--- src/rtl/data_ram_arbiter_if.sv ---
// Bundle of the CPU MEM-stage port, the debug/loader burst port and the
// single-port data RAM connection shared by the arbiter and its environment.
interface data_ram_arbiter_if #(
  parameter int AW = 7,
  parameter int DW = 32
);
  // Handshakes: cpu_req is held by the CPU until a cycle with cpu_stall = 0,
  // which is the cycle its access completes; dbg_req is sampled only in IDLE
  // and a burst then runs one beat per cycle, signalled by dbg_beat, with
  // dbg_done marking the last beat. No ready/valid back-pressure on the RAM.
  logic          cpu_req;
  logic          cpu_we;
  logic [AW+1:0] cpu_addr;
  logic [DW-1:0] cpu_wdata;
  logic [DW-1:0] cpu_rdata;
  logic          cpu_stall;

  logic          dbg_req;
  logic          dbg_we;
  logic [AW-1:0] dbg_addr;
  logic [3:0]    dbg_len;
  logic [DW-1:0] dbg_wdata;
  logic          dbg_beat;
  logic [DW-1:0] dbg_rdata;
  logic          dbg_done;
  logic          dbg_busy;

  logic [AW-1:0] ram_a;
  logic [DW-1:0] ram_d;
  logic          ram_we;
  logic [DW-1:0] ram_q;

  modport slave (
    input  cpu_req, cpu_we, cpu_addr, cpu_wdata,
    output cpu_rdata, cpu_stall,
    input  dbg_req, dbg_we, dbg_addr, dbg_len, dbg_wdata,
    output dbg_beat, dbg_rdata, dbg_done, dbg_busy,
    output ram_a, ram_d, ram_we,
    input  ram_q
  );

  modport master (
    output cpu_req, cpu_we, cpu_addr, cpu_wdata,
    input  cpu_rdata, cpu_stall,
    output dbg_req, dbg_we, dbg_addr, dbg_len, dbg_wdata,
    input  dbg_beat, dbg_rdata, dbg_done, dbg_busy,
    input  ram_a, ram_d, ram_we,
    output ram_q
  );
endinterface

--- src/rtl/data_ram_arbiter.sv ---
// Arbitrates a single-port data RAM between the CPU MEM stage and a
// non-preemptible debug burst port, with a starvation limit on the CPU's priority.
module data_ram_arbiter #(
  parameter int STARVE_LIMIT = 8,
  parameter int AW           = 7,
  parameter int DW           = 32
) (
  input  logic                                clk,
  input  logic                                rst,
  data_ram_arbiter_if.slave                   bus,
  output logic                                fsmState,
  output logic [$clog2(STARVE_LIMIT+1)-1:0]   starveCount
);
  localparam int SW = $clog2(STARVE_LIMIT + 1);

  typedef enum logic {IDLE = 1'b0, DBG = 1'b1} state_t;

  state_t        state, stateNext;
  logic          grant;
  logic [AW-1:0] baseAddr;
  logic [3:0]    burstLen;
  logic          burstWe;
  logic [3:0]    beatCnt;
  logic [SW-1:0] starveCnt;
  logic [AW-1:0] cpuWord;
  logic          unusedAddrBits;

  assign cpuWord        = bus.cpu_addr[AW+1:2];
  assign unusedAddrBits = ^bus.cpu_addr[1:0];
  assign bus.cpu_rdata  = bus.ram_q;
  assign bus.dbg_rdata  = bus.ram_q;
  assign fsmState       = (state == DBG);
  assign starveCount    = starveCnt;

  always_comb begin
    stateNext     = state;
    grant         = 1'b0;
    bus.ram_a     = cpuWord;
    bus.ram_d     = bus.cpu_wdata;
    bus.ram_we    = bus.cpu_req & bus.cpu_we;
    bus.cpu_stall = 1'b0;
    bus.dbg_beat  = 1'b0;
    bus.dbg_done  = 1'b0;
    bus.dbg_busy  = 1'b0;
    case (state)
      IDLE: begin
        // The CPU access in the grant cycle still goes through.
        if (bus.dbg_req && (!bus.cpu_req || starveCnt == SW'(STARVE_LIMIT))) begin
          grant     = 1'b1;
          stateNext = DBG;
        end
      end
      DBG: begin
        bus.ram_a     = baseAddr + AW'(beatCnt);
        bus.ram_d     = bus.dbg_wdata;
        bus.ram_we    = burstWe;
        bus.cpu_stall = bus.cpu_req;
        bus.dbg_beat  = 1'b1;
        bus.dbg_busy  = 1'b1;
        if (beatCnt == burstLen) begin
          bus.dbg_done = 1'b1;
          stateNext    = IDLE;
        end
      end
      default: stateNext = IDLE;
    endcase
    // A reset cycle must never write the RAM or show burst activity.
    if (rst) begin
      stateNext     = IDLE;
      grant         = 1'b0;
      bus.ram_we    = 1'b0;
      bus.cpu_stall = 1'b0;
      bus.dbg_beat  = 1'b0;
      bus.dbg_done  = 1'b0;
      bus.dbg_busy  = 1'b0;
    end
  end

  always_ff @(posedge clk) begin
    if (rst) begin
      state     <= IDLE;
      beatCnt   <= '0;
      starveCnt <= '0;
      baseAddr  <= '0;
      burstLen  <= '0;
      burstWe   <= 1'b0;
    end else begin
      state <= stateNext;
      if (state == IDLE) begin
        if (grant) begin
          baseAddr  <= bus.dbg_addr;
          burstLen  <= bus.dbg_len;
          burstWe   <= bus.dbg_we;
          beatCnt   <= '0;
          starveCnt <= '0;
        end else if (bus.dbg_req && bus.cpu_req) begin
          if (starveCnt != SW'(STARVE_LIMIT)) starveCnt <= starveCnt + 1'b1;
        end else begin
          starveCnt <= '0;
        end
      end else begin
        beatCnt <= beatCnt + 1'b1;
      end
    end
  end
endmodule

--- src/flat_wrapper.sv ---
// flat-port wrapper written by rule: the top's interface ports become plain ports
module data_ram_arbiter_flat 
#(
  parameter int STARVE_LIMIT = 8,
  parameter int AW           = 7,
  parameter int DW           = 32
)
  (clk, rst, fsmState, starveCount, bus_cpu_req, bus_cpu_we, bus_cpu_addr, bus_cpu_wdata, bus_cpu_rdata, bus_cpu_stall, bus_dbg_req, bus_dbg_we, bus_dbg_addr, bus_dbg_len, bus_dbg_wdata, bus_dbg_beat, bus_dbg_rdata, bus_dbg_done, bus_dbg_busy, bus_ram_a, bus_ram_d, bus_ram_we, bus_ram_q);
  data_ram_arbiter_if #(.AW(AW), .DW(DW)) bus_i ();
  input  logic clk;
  input  logic rst;
  output logic fsmState;
  output logic [$clog2(STARVE_LIMIT+1)-1:0] starveCount;
  input wire logic [$bits(bus_i.cpu_req)-1:0] bus_cpu_req;
  input wire logic [$bits(bus_i.cpu_we)-1:0] bus_cpu_we;
  input wire logic [$bits(bus_i.cpu_addr)-1:0] bus_cpu_addr;
  input wire logic [$bits(bus_i.cpu_wdata)-1:0] bus_cpu_wdata;
  output wire logic [$bits(bus_i.cpu_rdata)-1:0] bus_cpu_rdata;
  output wire logic [$bits(bus_i.cpu_stall)-1:0] bus_cpu_stall;
  input wire logic [$bits(bus_i.dbg_req)-1:0] bus_dbg_req;
  input wire logic [$bits(bus_i.dbg_we)-1:0] bus_dbg_we;
  input wire logic [$bits(bus_i.dbg_addr)-1:0] bus_dbg_addr;
  input wire logic [$bits(bus_i.dbg_len)-1:0] bus_dbg_len;
  input wire logic [$bits(bus_i.dbg_wdata)-1:0] bus_dbg_wdata;
  output wire logic [$bits(bus_i.dbg_beat)-1:0] bus_dbg_beat;
  output wire logic [$bits(bus_i.dbg_rdata)-1:0] bus_dbg_rdata;
  output wire logic [$bits(bus_i.dbg_done)-1:0] bus_dbg_done;
  output wire logic [$bits(bus_i.dbg_busy)-1:0] bus_dbg_busy;
  output wire logic [$bits(bus_i.ram_a)-1:0] bus_ram_a;
  output wire logic [$bits(bus_i.ram_d)-1:0] bus_ram_d;
  output wire logic [$bits(bus_i.ram_we)-1:0] bus_ram_we;
  input wire logic [$bits(bus_i.ram_q)-1:0] bus_ram_q;
  assign bus_i.cpu_req = bus_cpu_req;
  assign bus_i.cpu_we = bus_cpu_we;
  assign bus_i.cpu_addr = bus_cpu_addr;
  assign bus_i.cpu_wdata = bus_cpu_wdata;
  assign bus_cpu_rdata = bus_i.cpu_rdata;
  assign bus_cpu_stall = bus_i.cpu_stall;
  assign bus_i.dbg_req = bus_dbg_req;
  assign bus_i.dbg_we = bus_dbg_we;
  assign bus_i.dbg_addr = bus_dbg_addr;
  assign bus_i.dbg_len = bus_dbg_len;
  assign bus_i.dbg_wdata = bus_dbg_wdata;
  assign bus_dbg_beat = bus_i.dbg_beat;
  assign bus_dbg_rdata = bus_i.dbg_rdata;
  assign bus_dbg_done = bus_i.dbg_done;
  assign bus_dbg_busy = bus_i.dbg_busy;
  assign bus_ram_a = bus_i.ram_a;
  assign bus_ram_d = bus_i.ram_d;
  assign bus_ram_we = bus_i.ram_we;
  assign bus_i.ram_q = bus_ram_q;
  data_ram_arbiter #(.STARVE_LIMIT(STARVE_LIMIT), .AW(AW), .DW(DW)) u_core (.clk(clk), .rst(rst), .bus(bus_i), .fsmState(fsmState), .starveCount(starveCount));
endmodule
--- config.mk ---
export PLATFORM = sky130hd
export DESIGN_NAME = data_ram_arbiter_flat
export DESIGN_NICKNAME = d
export VERILOG_FILES = /design/src/rtl/data_ram_arbiter_if.sv /design/src/rtl/data_ram_arbiter.sv /design/src/flat_wrapper.sv
export SDC_FILE = /design/constraint.sdc
export NUM_CORES = 1
export LEC_CHECK = 0
export CAP_MARGIN = 30
export CORE_ASPECT_RATIO = 0.9
export CORE_MARGIN = 4
export CORE_UTILIZATION = 27
export CTS_BUF_LIST = sky130_fd_sc_hd__clkbuf_4 sky130_fd_sc_hd__clkbuf_8
export DETAILED_ROUTE_END_ITERATION = 12
export PLACE_DENSITY = 0.82
export SLEW_MARGIN = 20
export SYNTH_ARGS = -nofsm -noshare
export SYNTH_HDL_FRONTEND = slang
export SYNTH_SLANG_ARGS = --single-unit
--- constraint.sdc ---
create_clock -name clk -period 1.87 [get_ports clk]
set_input_delay 0.374 -clock clk [delete_from_list [all_inputs] [get_ports clk]]
set_output_delay 0.374 -clock clk [all_outputs]
set_load 0.03 [all_outputs]
==> flow_summary.json <==
{
  "synth_edf_count": 0,
  "multi_input_area_um2": 1410,
  "r2r-start": "u_core.starveCount[0]$_SDFFE_PP0P_",
  "fin_ws_ns": -0.333,
  "crit_start": "u_core.beatCnt[0]$_SDFFE_PP0P_",
  "finalWirelength_um": 7250,
  "coreArea_um2": 8030,
  "cts_buffers": 3,
  "endpoint": "bus_ram_a[6]",
  "fillCellCount": 763,
  "drive_gt1_share_pct": 40.7,
  "cts_hold_buffers": 0,
  "final_nets": 480,
  "slew_violations": 0,
  "first_pass_iters": 4,
  "syn_area_per_cell_um2": 8.45,
  "mappedNetlistArea_um2": 2230,
  "layout.cells.non_filler": 448,
  "fin_area_um2": 3550,
  "async_flop_share_pct": 0,
  "cts.sinks": 21,
  "end_kind": "primary output",
  "vias_per_cell": 4.74,
  "dp_slack_ns": -0.118,
  "cts_tree": "yes",
  "hpwl_um": 5520,
  "seq_area_frac_synth_pct": 18.8,
  "worst_slew_pin_slew_ns": 0.309,
  "synth_top_area_cell": "buf_4",
  "cp.arrival_ns": 1.83,
  "syn_to_final_growth_pct": 59.2,
  "postSynthCellCount": 264,
  "initial_core_util_pct": 27.8,
  "drc": 0,
  "skew_ns": 0.00396,
  "path_cells": "ha_4, inv_2, fa_2, nand2b_4, a211o_1, o221ai_4, buf_6",
  "cpPeakStageDelay_ns": 0.37,
  "yosysUniqueCellTypes": 45,
  "grt_usage_pct": 13.4,
  "port-buffer-count": 136,
  "cp_max_fo": 3,
  "dp_cells": 436,
  "fin_crit_ns": 2.20,
  "hold_violations": 0,
  "fin_crit_sh_pct": 118,
  "vdd_ir_drop_max_v": 0.000477,
  "dr.first_iter.drc_count": 73,
  "yosysWarnings": 0,
  "p_leak_nw": 1.37,
  "synthesis.nets": 394,
  "clock_latency_ns": 0.26,
  "dieArea_um2": 9780,
  "seqCellArea_um2": 438,
  "rows": 31,
  "cp.required_ns": 1.50,
  "fmax_mhz": 454,
  "die_h_um": 94.2,
  "ff2ff_setup_slack_ns": 0.19,
  "via_count": 2124,
  "grt_setup_unrepaired": "true",
  "ys_seq_elements": 21,
  "grt_pass1_wl_um": 11000,
  "crit_type": "flop to primary output",
  "finalPower_mw": 1.65,
  "powerDensity_nw_per_um2": 464,
  "synth_top_area_share_pct": 22.5,
  "synth_flop_cell": "dfxtp_1",
  "r2r_end": "u_core.beatCnt[3]$_SDFFE_PP0P_",
  "gp_routability_congestion": 0.815,
  "placed_area_um2": 3260,
  "io_pins": 235,
  "grt_max_degree": 33,
  "setup_viol": 6,
  "drv_cap": 0,
  "violations": "negative setup slack",
  "clk_path_buf_depth": 2,
  "drt-wirelength-per-cell_um": 16.2,
  "root_buffer": "clkbuf_8",
  "globalRouteOverflowTotal": 0,
  "startpoint_type": "flop",
  "cpMaxStageDelayCell": "fa_2",
  "ant_nets": 0,
  "htreeDepth": 1,
  "num_antenna_cells": 0,
  "antenna_found_initial": 0,
  "ys_top_cells_by_area": "buf_4 23%, dfxtp_1 19%, mux2_2 17%, nand2_1 5.7%, mux2i_1 5.4%",
  "min_path_type": "flop to flop",
  "grt_pass1_vias": 2206,
  "slew_headroom_pct": 79.3,
  "die_w_um": 104,
  "clkSlewWorstSetupHoldPaths_ns": 0.08,
  "worst_r2r_path_depth": 5,
  "status": "complete, but fails checks"
}
[placed cells by master, fill, tap and decap left out, types with 2 or more instances in the layout]
cell type | netlist | routed
clkdlybuf4s50_1 | 0 | 91
buf_4 | 67 | 54
nand2_1 | 34 | 34
mux2_2 | 34 | 33
dfxtp_1 | 21 | 13
mux2i_1 | 12 | 12
buf_6 | 0 | 10
inv_1 | 9 | 7
nand3_1 | 6 | 5
dfxtp_2 | 0 | 5
o211ai_1 | 4 | 4
a21oi_1 | 5 | 4
xnor2_2 | 0 | 4
nand4_1 | 4 | 4
ha_4 | 0 | 4
nand2b_1 | 4 | 3
ha_1 | 7 | 3
clkbuf_8 | 0 | 3
dfxtp_4 | 0 | 3
nand3b_1 | 2 | 2
and4b_1 | 2 | 2
o21a_1 | 2 | 2
nor2b_1 | 3 | 2
o21ai_2 | 0 | 2
a311oi_2 | 2 | 2
buf_12 | 0 | 2
[Yosys cell counts (all sizes together) (2+ instances only)]
library cell  number
buf               73
mux2              34
nand2             34
dfxtp             21
mux2i             12
inv                9
ha                 7
nand3              6
a21oi              5
xnor2              5
clkbuf             4
nand2b             4
nand4              4
o211ai             4
o21ai              4
a211oi             3
nor2b              3
a311oi             2
and3               2
and4b              2
nand3b             2
nor2               2
nor3               2
o21a               2
or3                2
[worst min-delay path by stage]
stage	start	to	depth (start not counted)	slack (ns)
3_5_place_dp	u_core.baseAddr[3]$_SDFFE_PP0P_	u_core.baseAddr[3]$_SDFFE_PP0P_	2	0.45
3_3_place_gp	u_core.burstWe$_SDFFE_PP0P_	u_core.burstWe$_SDFFE_PP0P_	2	0.45
4_1_cts	u_core.burstWe$_SDFFE_PP0P_	u_core.burstWe$_SDFFE_PP0P_	2	0.47
5_1_grt	u_core.burstWe$_SDFFE_PP0P_	u_core.burstWe$_SDFFE_PP0P_	2	0.48
2_1_floorplan	u_core.burstWe$_SDFFE_PP0P_	u_core.burstWe$_SDFFE_PP0P_	2	0.43
6_report	u_core.burstWe$_SDFFE_PP0P_	u_core.burstWe$_SDFFE_PP0P_	2	0.47
[cell families (layout without fill, tap and decap cells)]
logic type | Yosys count | in the layout | share of synthesized area [%]
xor+xnor | 5 | 5 | 1.96
buf+inv | 86 | 171 | 26.0
mux | 46 | 46 | 22.5
simple gates | 67 | 67 | 15.3
compound gates | 31 | 31 | 10.5
flops | 21 | 21 | 18.8
fa+ha+maj | 8 | 8 | 4.82
[through the flow]
step,TNS [ns],util [%],hold slack [ns]
detailed placement,-0.134,40.6,0.455
global placement,-0.0949,40.6,0.447
global route,-1.53,44.2,0.479
floorplan,0,-,0.435
CTS,-1.05,42.9,0.469
finish,-1.15,44.2,0.467
[power by group]
group / internal [mW] / switching (mW) / total, mW
logic: 0.447 / 0.389 / 0.835
clock network: 0.167 / 0.156 / 0.323
registers: 0.465 / 0.0258 / 0.490
[metal layers]
metal | vias up | wire length [um] | global-route usage, %
li1 | 1019 | - | -
met1 | 978 | 2880 | 15.5
met2 | 114 | 3670 | 24.1
met3 | 13 | 622 | 4.47
met4 | 0 | 75 | 2.99
met5 | - | 0 | 0
[state kept, by name, indices dropped and copies added (netlist names)]
register / count
u_core.burstWe: 1
u_core.baseAddr: 7
u_core.beatCnt: 4
u_core.burstLen: 4
u_core.starveCount: 4
u_core.fsmState: 1
[worst max-delay path: cells and delay by family, from the launching register on]
family,cells,cell delay (ns)
AO/OA/AOI/OAI,2,0.36
buffers and inverters,2,0.19
flip-flops,1,0.36
adder cells (fa/ha/maj),2,0.51
AND/OR/NAND/NOR,1,0.16
[timing repair]
action,CTS,global route
pin swaps,9,6
setup endpoints to repair,7,36
gates cloned,0,1
gates resized for setup,26,12
buffers inserted,4,5
[cell type report]
cell class	instances	share of cell area (%)
clock buffer	4	1.37
inverter	9	1.06
multi-input combinational	157	39.7
sequential	21	12.3
tap	99	3.49
timing repair buffer	158	42.1
Note: power is estimated with default switching activity, not from simulation.
